## src/rtl/capture_ctrl.sv

```systemverilog
// Capture/readout sequencer for the sample BRAM: arm -> trigger -> DEPTH writes -> FULL -> ready-gated readout.
// Optional macro CAPTURE_DECIM_EN adds DECIM and i_decim_bypass to write only every DECIM-th valid sample.
module capture_ctrl #(
    parameter int NB_ADDR      = 11,
    parameter int DEPTH        = 2048,
    parameter int READ_LATENCY = 1
`ifdef CAPTURE_DECIM_EN
    ,
    parameter int DECIM        = 4
`endif
) (
    input  logic               clock,
    input  logic               i_reset,
    input  logic               i_arm,
    input  logic               i_trigger,
    input  logic               i_sample_valid,
    input  logic               i_readout_req,
    input  logic               i_rd_ready,
`ifdef CAPTURE_DECIM_EN
    input  logic               i_decim_bypass,
`endif
    output logic               o_write_enable,
    output logic [NB_ADDR-1:0] o_write_addr,
    output logic               o_read_enable,
    output logic [NB_ADDR-1:0] o_read_addr,
    output logic               o_rd_valid,
    output logic               o_full,
    output logic               o_busy,
    output logic [2:0]         o_state
);

    typedef enum logic [2:0] {
        IDLE    = 3'd0,
        ARMED   = 3'd1,
        CAPTURE = 3'd2,
        FULL    = 3'd3,
        READOUT = 3'd4,
        DRAIN   = 3'd5
    } state_t;

    localparam logic [NB_ADDR-1:0] LAST_ADDR  = NB_ADDR'(DEPTH - 1);
    localparam logic [1:0]         DRAIN_LAST = 2'(READ_LATENCY - 1);

    state_t               state;
    logic [NB_ADDR-1:0]   wr_cnt;
    logic [NB_ADDR-1:0]   rd_cnt;
    logic [1:0]           drn_cnt;
    logic                 arm_q, trig_q, req_q;
    logic                 arm_edge, trig_edge, req_edge;
    logic                 take;
    logic                 wr_en;
    logic                 rd_en;
    logic [READ_LATENCY:1] vld_pipe;

    assign arm_edge  = i_arm & ~arm_q;
    assign trig_edge = i_trigger & ~trig_q;
    assign req_edge  = i_readout_req & ~req_q;

`ifdef CAPTURE_DECIM_EN
    localparam int DW = (DECIM > 1) ? $clog2(DECIM) : 1;
    localparam logic [DW-1:0] DEC_LAST = DW'(DECIM - 1);
    logic [DW-1:0] dec_cnt;

    // the first valid sample after the trigger is always written
    assign take = i_decim_bypass | (dec_cnt == '0);

    always_ff @(posedge clock or posedge i_reset) begin
        if (i_reset) begin
            dec_cnt <= '0;
        end else if (state == ARMED && trig_edge) begin
            dec_cnt <= '0;
        end else if (state == CAPTURE && i_sample_valid) begin
            dec_cnt <= (dec_cnt == DEC_LAST) ? '0 : dec_cnt + 1'b1;
        end
    end
`else
    assign take = 1'b1;
`endif

    assign wr_en = (state == CAPTURE) & i_sample_valid & take;
    assign rd_en = (state == READOUT) & i_rd_ready;

    always_ff @(posedge clock or posedge i_reset) begin
        if (i_reset) begin
            state   <= IDLE;
            wr_cnt  <= '0;
            rd_cnt  <= '0;
            drn_cnt <= '0;
            arm_q   <= 1'b0;
            trig_q  <= 1'b0;
            req_q   <= 1'b0;
        end else begin
            arm_q  <= i_arm;
            trig_q <= i_trigger;
            req_q  <= i_readout_req;
            case (state)
                IDLE: begin
                    if (arm_edge) state <= ARMED;
                end
                ARMED: begin
                    if (trig_edge) begin
                        state  <= CAPTURE;
                        wr_cnt <= '0;
                    end
                end
                CAPTURE: begin
                    if (wr_en) begin
                        if (wr_cnt == LAST_ADDR) begin
                            wr_cnt <= '0;
                            state  <= FULL;
                        end else begin
                            wr_cnt <= wr_cnt + 1'b1;
                        end
                    end
                end
                FULL: begin
                    // readout takes priority over a simultaneous re-arm
                    if (req_edge) begin
                        state  <= READOUT;
                        rd_cnt <= '0;
                    end else if (arm_edge) begin
                        state <= ARMED;
                    end
                end
                READOUT: begin
                    if (rd_en) begin
                        if (rd_cnt == LAST_ADDR) begin
                            rd_cnt  <= '0;
                            drn_cnt <= '0;
                            state   <= DRAIN;
                        end else begin
                            rd_cnt <= rd_cnt + 1'b1;
                        end
                    end
                end
                DRAIN: begin
                    if (drn_cnt == DRAIN_LAST) state <= FULL;
                    else                       drn_cnt <= drn_cnt + 1'b1;
                end
                default: state <= IDLE;
            endcase
        end
    end

    // read-data valid tracks issued reads through the BRAM latency
    always_ff @(posedge clock or posedge i_reset) begin
        if (i_reset) begin
            vld_pipe <= '0;
        end else begin
            vld_pipe[1] <= rd_en;
            for (int i = 2; i <= READ_LATENCY; i++) vld_pipe[i] <= vld_pipe[i-1];
        end
    end

    assign o_write_enable = wr_en;
    assign o_write_addr   = wr_cnt;
    assign o_read_enable  = rd_en;
    assign o_read_addr    = rd_cnt;
    assign o_rd_valid     = vld_pipe[READ_LATENCY];
    assign o_full         = (state == FULL) | (state == READOUT) | (state == DRAIN);
    assign o_busy         = (state == CAPTURE) | (state == READOUT) | (state == DRAIN);
    assign o_state        = state;

endmodule

```

## config.mk

```make
export PLATFORM = sky130hd
export DESIGN_NAME = capture_ctrl
export DESIGN_NICKNAME = d
export VERILOG_FILES = /design/src/rtl/capture_ctrl.sv
export SDC_FILE = /design/constraint.sdc
export NUM_CORES = 1
export LEC_CHECK = 0
export CAP_MARGIN = 15
export CORE_ASPECT_RATIO = 0.7
export CORE_MARGIN = 5
export CORE_UTILIZATION = 35
export CTS_CLUSTER_SIZE = 8
export DETAILED_ROUTE_END_ITERATION = 8
export GPL_ROUTABILITY_DRIVEN = 1
export GPL_TIMING_DRIVEN = 0
export SLEW_MARGIN = 10
export SYNTH_ARGS = -nofsm -noshare
export SYNTH_HDL_FRONTEND = slang
export SYNTH_SLANG_ARGS = --single-unit
export TNS_END_PERCENT = 100
```

## constraint.sdc

```tcl
create_clock -name clock -period 2.55 [get_ports clock]
set_clock_uncertainty 0.1 [all_clocks]
set_input_delay 0.255 -clock clock [delete_from_list [all_inputs] [get_ports clock]]
set_output_delay 0.255 -clock clock [all_outputs]
set_load 0.02 [all_outputs]
```

==> results of run 1 <==
==> worst paths after layout <==
check / endpoint / slack (ps) / cells after the start
max in group asynchronous: drn_cnt[1] / 1550 / 3
min in group clock: arm_q / 340 / 1
worst min-delay path: o_read_addr[0] / 270 / 2
worst max register to register: o_read_addr[10] / 400 / 5
worst max-delay path: o_write_enable / 190 / 4
worst min register to register: drn_cnt[0] / 380 / 1
==> where the power goes <==
| group | switching, W | internal (W) | leakage [nW] |
|---|---|---|---|
| logic | 0.000193 | 0.000162 | 0.537 |
| registers | 0.0000696 | 0.000544 | 0.379 |
| clock network | 0.000181 | 0.000246 | 0.0515 |
==> worst reg2reg max path: stages (launching register included) <==
cell and delay, ps:
dfrtp_1 440, ha_1 300, nand4_1 160, or3_1 420
a21oi_1 470, nor2_1 120
==> layer usage <==
layer,track usage (%),routed length [um],up-vias
li1,-,-,820
met3,4.18,312,4
met1,22.5,2360,762
met2,18.3,1770,60
met4,5.21,47,0
met5,0,0,-
==> sequential cells by signal, indices dropped and copies added, names as in the netlist <==
signal	count
o_read_addr	11
o_write_addr	11
o_state	3
drn_cnt	2
arm_q	1
o_rd_valid	1
req_q	1
trig_q	1
==> cell type report <==
class	instances	area, sq um
fill	459	2490
sequential	31	776
multi-input combinational	146	932
inverter	9	33.8
tap	69	86.3
timing repair buffer	37	390
clock buffer	8	100
buffer	10	53.8
==> stage by stage <==
stage	utilization, %	total power, W	instance area, sq um
global placement	46.1	0.000969	2240
detailed placement	46.7	0.000979	2270
floorplan	-	0.000809	1800
finish	48.8	0.00140	2370
global route	48.8	0.00147	2370
CTS	48.8	0.00141	2370
==> kinds of logic after synthesis <==
kind of cell               Yosys count
adders and majority gates            3
AOI/OAI and AO/OA                   57
DFF                                 31
muxes                                1
and+or+nand+nor                     84
xor gates and xnor gates             1
buffers and inverters               19
==> placed cells by master, fill, tap and decap left out, types with 3 or more instances in the layout <==
master           instances
clkdlybuf4s50_1         35
dfrtp_1                 31
o21ai_0                 21
nand2_1                 18
nand3_1                 17
a21oi_1                 13
inv_1                    9
nor2_1                   7
clkbuf_8                 7
nand2b_1                 5
clkbuf_1                 5
and2_1                   5
and3_1                   5
buf_2                    4
nand4_1                  4
o31ai_1                  4
or3_1                    3
nor2b_1                  3
ha_1                     3
==> timing repair <==
item / in CTS / in global routing
setup endpoints to repair: 0 / 1
gates resized for setup: 0 / 1
hold buffers: 0 / 0
==> results.md, run 1 <==
* CP required at between 2000 and 2500 ps
* CTS buffer count at 5
* Crit-path cells: nor3b_1, and2_1, buf_2, clkdlybuf4s50_1
* Clk pin slew, worst setup/hold paths at around 70 ps
* Chip height at roughly 70 um
* Post-synth EDFFs at 0
* TritonCTS clock tree: built
* Post-CTS setup buffer count at 0
* Tcrit/Tclk final at between 90% and 100%
* Pin count of the biggest net entering global routing at 17
* Detailed placement HPWL at approximately 3.5 mm
* Outcome: finished, final reports clean
* Unrepaired setup endpoints after global routing: false
* Syn avg cell area at between 9 and 10 sq um
* Total congestion overflow at 0
* Worst Path Buf+Inv at 2
* Nets at 250
* Iter 0 DRT Violations at between 90 and 100
* Synth warn at 0
* VDD IR max at slightly below 0.0002 V
* Post-synthesis cell type count at 50
* Synth Area in XOR/XNOR at 0.488%
* Via density at between 5 and 6
* Die footprint at 6690 sq um
* # IOs at 37
* Hold Fails Final Rpt at 0
* Post-Route WL at ~4.5 mm
* Ratio of cells with drive above 1 in the final layout at 8.71%
* Worst Setup SP: o_state[0]
* Syn Inst Count at 196
* Largest family of logic cells by synthesized area: simple AND/OR/NAND/NOR gates
* Critical path fanouts, max at 6
* Top-count cell post-synth: dfrtp_1
* Root Driver: clkbuf_8
* IO buf count at 36
* Via count at ~1600
* Worst min path class: in -> async
* Post-Syn Area at about 1800 sq um
* Synth top cells by count: dfrtp_1 (31), o21ai_0 (21), nand2_1 (18)
* CP top delay family: buffers and inverters
* Number of synthesized register bits at 31
* Clk_lat worst skew at 280 ps
* CTS sink count at 31
* Compound-gate portion of the synthesized area at about a fifth
* Synth Area in Adders at 2.09%
* Die width at 95.6 um
* Max-slew violations at 0
* Crit path arrival time at around 2000 ps
* Num rows at 21
* Worst Tran Pin Value at about 700 ps
* Max-cap viol count at 0
* Drt drc at 0
* Post-route setup slack at between 150 and 200 ps
* Mux share of post-synthesis cell area at around 1.5%
* Placed Instances at roughly 300
* First-pass GRT wire length at 7.52 mm
* Synth Area in Simple Gates at between 20% and 30%
* Vias in the first global route at between 1000 and 1500
* Worst setup SP type: flip-flop
* Initial core utilization at a little under two fifths
* Ant. Diodes at 0
* Synth top area share at around 43%
* H-Tree Depth at 2
* Post-Layout Cell Count at 310
* CORE AREA at between 4000 and 5000 sq um
* Post-synth top area cell: dfrtp_1
* Crit-path slowest cell: clkdlybuf4s50_1
* Post-route minimum period at approximately 2400 ps
* Setup Crit Path Kind: reg -> out
* DP Worst Slack at between 300 and 400 ps
* Slew headroom at a little over half
* Total GRT Usage at approximately 14%
* Setup tns final at 0 ps
* Area Growth Syn to Fin at 32.1%
* First-pass detailed-route iteration total at 5
* Wire length per cell at 14.5 um
* Syn nets at about 210
* GP Congestion at approximately 0.89
* WHS at between 200 and 300 ps
* Primary FF master, synth: dfrtp_1
* Leak at just under 1 nW
* FFs w/ async S/R, synth at 100%
* CP Capture Type: output port
* Antenna-violating nets left at 0
* Initial antenna violation count at 0
* Reg2reg start: o_read_addr[0]
* Synth area leaders: dfrtp_1 (43%), o21ai_0 (5.9%), nand3_1 (4.7%)
* Pwr Density at approximately 590 nW/um^2
* Final Setup Violations at 0
* Register area share after synthesis at a little over two fifths
* Clock Tree Buf Depth at 2
* CP max stage delay at between 600 and 700 ps
* Achievable Freq at ~0.42 GHz
(Power assumes the default switching activity.)
==> run 2, diff against run 1 <==
- HOLD_SLACK_MARGIN: default -> 0.02
==> results of run 2 <==
Final layout, timing and power as in run 1 (identical DEF).
==> run 3, diff against run 2 <==
- PLACE_DENSITY: default -> 0.58
==> run 3 against run 2 <==
Effect of this change: non-clock buffer count shrank 1; clock power shrank 12%; count of clock-buffer cells in the layout shrank 3; cell area shrank 1.8%; sequential share of layout area grew 0.60 points; sequential power is essentially flat; hold slack gained 12 ps; first-iteration DRC count is the same; highest routed layer unchanged; flip-flop and latch count is the same; setup slack gained 90 ps.
==> results.md, run 3 (same netlist as run 1, synthesis figures left out) <==
* Initial core utilization at 36.9% (unchanged)
* Power Total at 0.00134 W (-4.0%)
* Clk_lat worst skew at 290 ps (about the same)
* GR Util met1 at 22.6% (+0.14 points)
* H-Tree Depth at 2 (unchanged)
* # fillers at 457 (-0.44%)
* Pin count of the biggest net entering global routing at 32 (+15)
* GP Congestion at 0.840 (-5.2%)
* Wire length per cell at 14.6 um (+1.1%)
* Nets at 249 (-0.40%)
* Max-slew violations at 0 (unchanged)
* # IOs at 37 (unchanged)
* Total GRT Usage at 14.3% (-0.12 points)
* Setup tns final at 0 ps (unchanged)
* Ratio of cells with drive above 1 in the final layout at 9.58% (+0.87 points)
* Initial antenna violation count at 0 (unchanged)
* VDD IR max at 0.000221 V (+14%)
* Die footprint at 6690 sq um (unchanged)
* Post-Route WL at 4.52 mm (+0.76%)
* CTS buffer count at 5 (unchanged)
* WHS at 287 ps (+11.7 ps)
* Via count at 1615 (-1.9%)
* Worst Setup SP: o_state[1]
* CP max stage delay at 400 ps (-210 ps)
* Most common cell after layout, fill and taps aside: clkdlybuf4s50_1
* Leak at 0.949 nW (-2.0%)
* TritonCTS clock tree: built
* Post-route minimum period at 2270 ps (-90.0 ps)
* Internal power at 0.000888 W (-6.7%)
* Detailed placement HPWL at 3.31 mm (-4.1%)
* Crit-path slowest cell: dfrtp_1
* Worst Tran Pin Value at 669 ps (-15.6 ps)
* Psw at 0.000451 W (+1.7%)
* Drt drc at 0 (unchanged)
* Ant. Diodes at 0 (unchanged)
* Worst Path Buf+Inv at 3 (+1)
* Sequential share of power at 45.9% (+1.9 points)
* IO buf count at 36 (unchanged)
* Slew headroom at 55.4% (+1.0 points)
* Clock Tree Buf Depth at 2 (unchanged)
* GRT met3 Usage at 3.65% (-0.54 points)
* Outcome: finished, final reports clean
* DP Worst Slack at 314 ps (-15.6 ps)
* Sw Share at 33.7% (+1.9 points)
* Die width at 95.6 um (unchanged)
* Setup Crit Path Kind: reg -> out
* Worst setup SP type: flip-flop
* Area Growth Syn to Fin at 29.8%
* CORE AREA at 4860 sq um (unchanged)
* Post-route setup slack at 284 ps (+90.0 ps)
* Reg2reg start: o_read_addr[1]
* Final Setup Violations at 0 (unchanged)
* Layout Utilization at 47.9% (-0.88 points)
* Total congestion overflow at 0 (unchanged)
* Crit-path cells: buf_4, or3b_1, clkbuf_1, nand2_1, dlygate4sd2_1
* Tcrit/Tclk final at 88.9% (-3.5 points)
* Achievable Freq at 0.441 GHz (+4.0%)
* Pwr Density at 575 nW/um^2 (-2.3%)
* Clk pin slew, worst setup/hold paths at 80 ps (about the same)
* Hold Fails Final Rpt at 0 (unchanged)
* Num rows at 21 (unchanged)
* Vias in the first global route at 1439 (-1.8%)
* Unrepaired setup endpoints after global routing: false
* Met2 Resource Use GR at 18.3% (unchanged)
* Critical path fanouts, max at 10 (+4)
* First-pass GRT wire length at 7.45 mm (-0.92%)
* Iter 0 DRT Violations at 96 (unchanged)
* CTS sink count at 31 (unchanged)
* CP required at 2190 ps (about the same)
* Clk pwr share at 27.9% (-2.7 points)
* Crit path arrival time at 1910 ps (-90 ps)
* Logic pwr share at 26.2% (+0.7 points)
* Chip height at 69.9 um (unchanged)
* CP top delay family: buffers and inverters
* Max-cap viol count at 0 (unchanged)
* Post-CTS setup buffer count at 0 (unchanged)
* Most frequent cells in the layout: clkdlybuf4s50_1 (35), dfrtp_1 (31), o21ai_0 (21)
* CP Capture Type: output port
* Grt peak-use layer: met1
* Via density at 5.23 (-1.6%)
* Root Driver: clkbuf_8
* Worst min path class: in -> async
* First-pass detailed-route iteration total at 4 (-1)
* Antenna-violating nets left at 0 (unchanged)
run 3: cell count changes in the layout (fill, tap and decap cells not counted), sizes merged:
cell / previous run / this run
clkbuf: 12 / 9
dlygate4sd2: 0 / 1
dlymetal6s2s: 1 / 0
clkinv: 0 / 3
buf: 7 / 6
run 3: worst reg2reg max path, stage by stage, from the launching register on:
cell     delay (ps)
dfrtp_1         440
ha_1            300
nand4_1         160
or3_1           420
a21oi_1         490
nor2_1          110
run 3: power by group through the flow:
stage	sequential, W	clock [W]	combinational [W]
global route	0.000626	0.000409	0.000378
CTS	0.000613	0.000392	0.000353
global placement	0.000623	0	0.000349
floorplan	0.000669	0	0.000140
finish	0.000615	0.000374	0.000351
detailed placement	0.000621	0	0.000353
run 3: worst paths after layout:
kind,to,slack [ps],cells after the start
worst min register to register,drn_cnt[0],390,1
max in group asynchronous,drn_cnt[1],1620,2
worst min-delay path,o_write_addr[10],290,2
worst max register to register,o_read_addr[10],380,5
min in group clock,arm_q,340,1
worst max-delay path,o_busy,280,5
run 3: timing repair:
| action | 4_1_cts | 5_1_grt |
|---|---|---|
| gates resized for setup | 1 | 1 |
| endpoints found under the setup margin | 1 | 1 |
| endpoints found under the hold margin | 0 | 0 |
| hold buffers | 0 | 0 |
run 3: cell type report:
| class | count | area, sq um | area share, % |
|---|---|---|---|
| clock inverters | 3 | 15.0 | 0.644 |
| plain buffers | 10 | 53.8 | 2.31 |
| clock buffers | 5 | 68.8 | 2.95 |
| repair buffers | 36 | 359 | 15.4 |
| flip-flops and latches | 31 | 776 | 33.3 |
| multi-input cells | 146 | 937 | 40.2 |
| well taps | 69 | 86.3 | 3.71 |
| inverters | 9 | 33.8 | 1.45 |
run 3: routing by layer:
metal | routed length, um | vias up
met5 | 0 | -
met4 | 43 | 0
met3 | 296 | 5
met2 | 1720 | 43
met1 | 2460 | 750
li1 | - | 817
run 3: through the flow:
| stage | std cells | instance area [sq um] |
|---|---|---|
| floorplan | 196 | 1800 |
| global placement | 301 | 2240 |
| detailed placement | 301 | 2240 |
| CTS | 309 | 2320 |
| global route | 309 | 2330 |
| finish | 309 | 2330 |
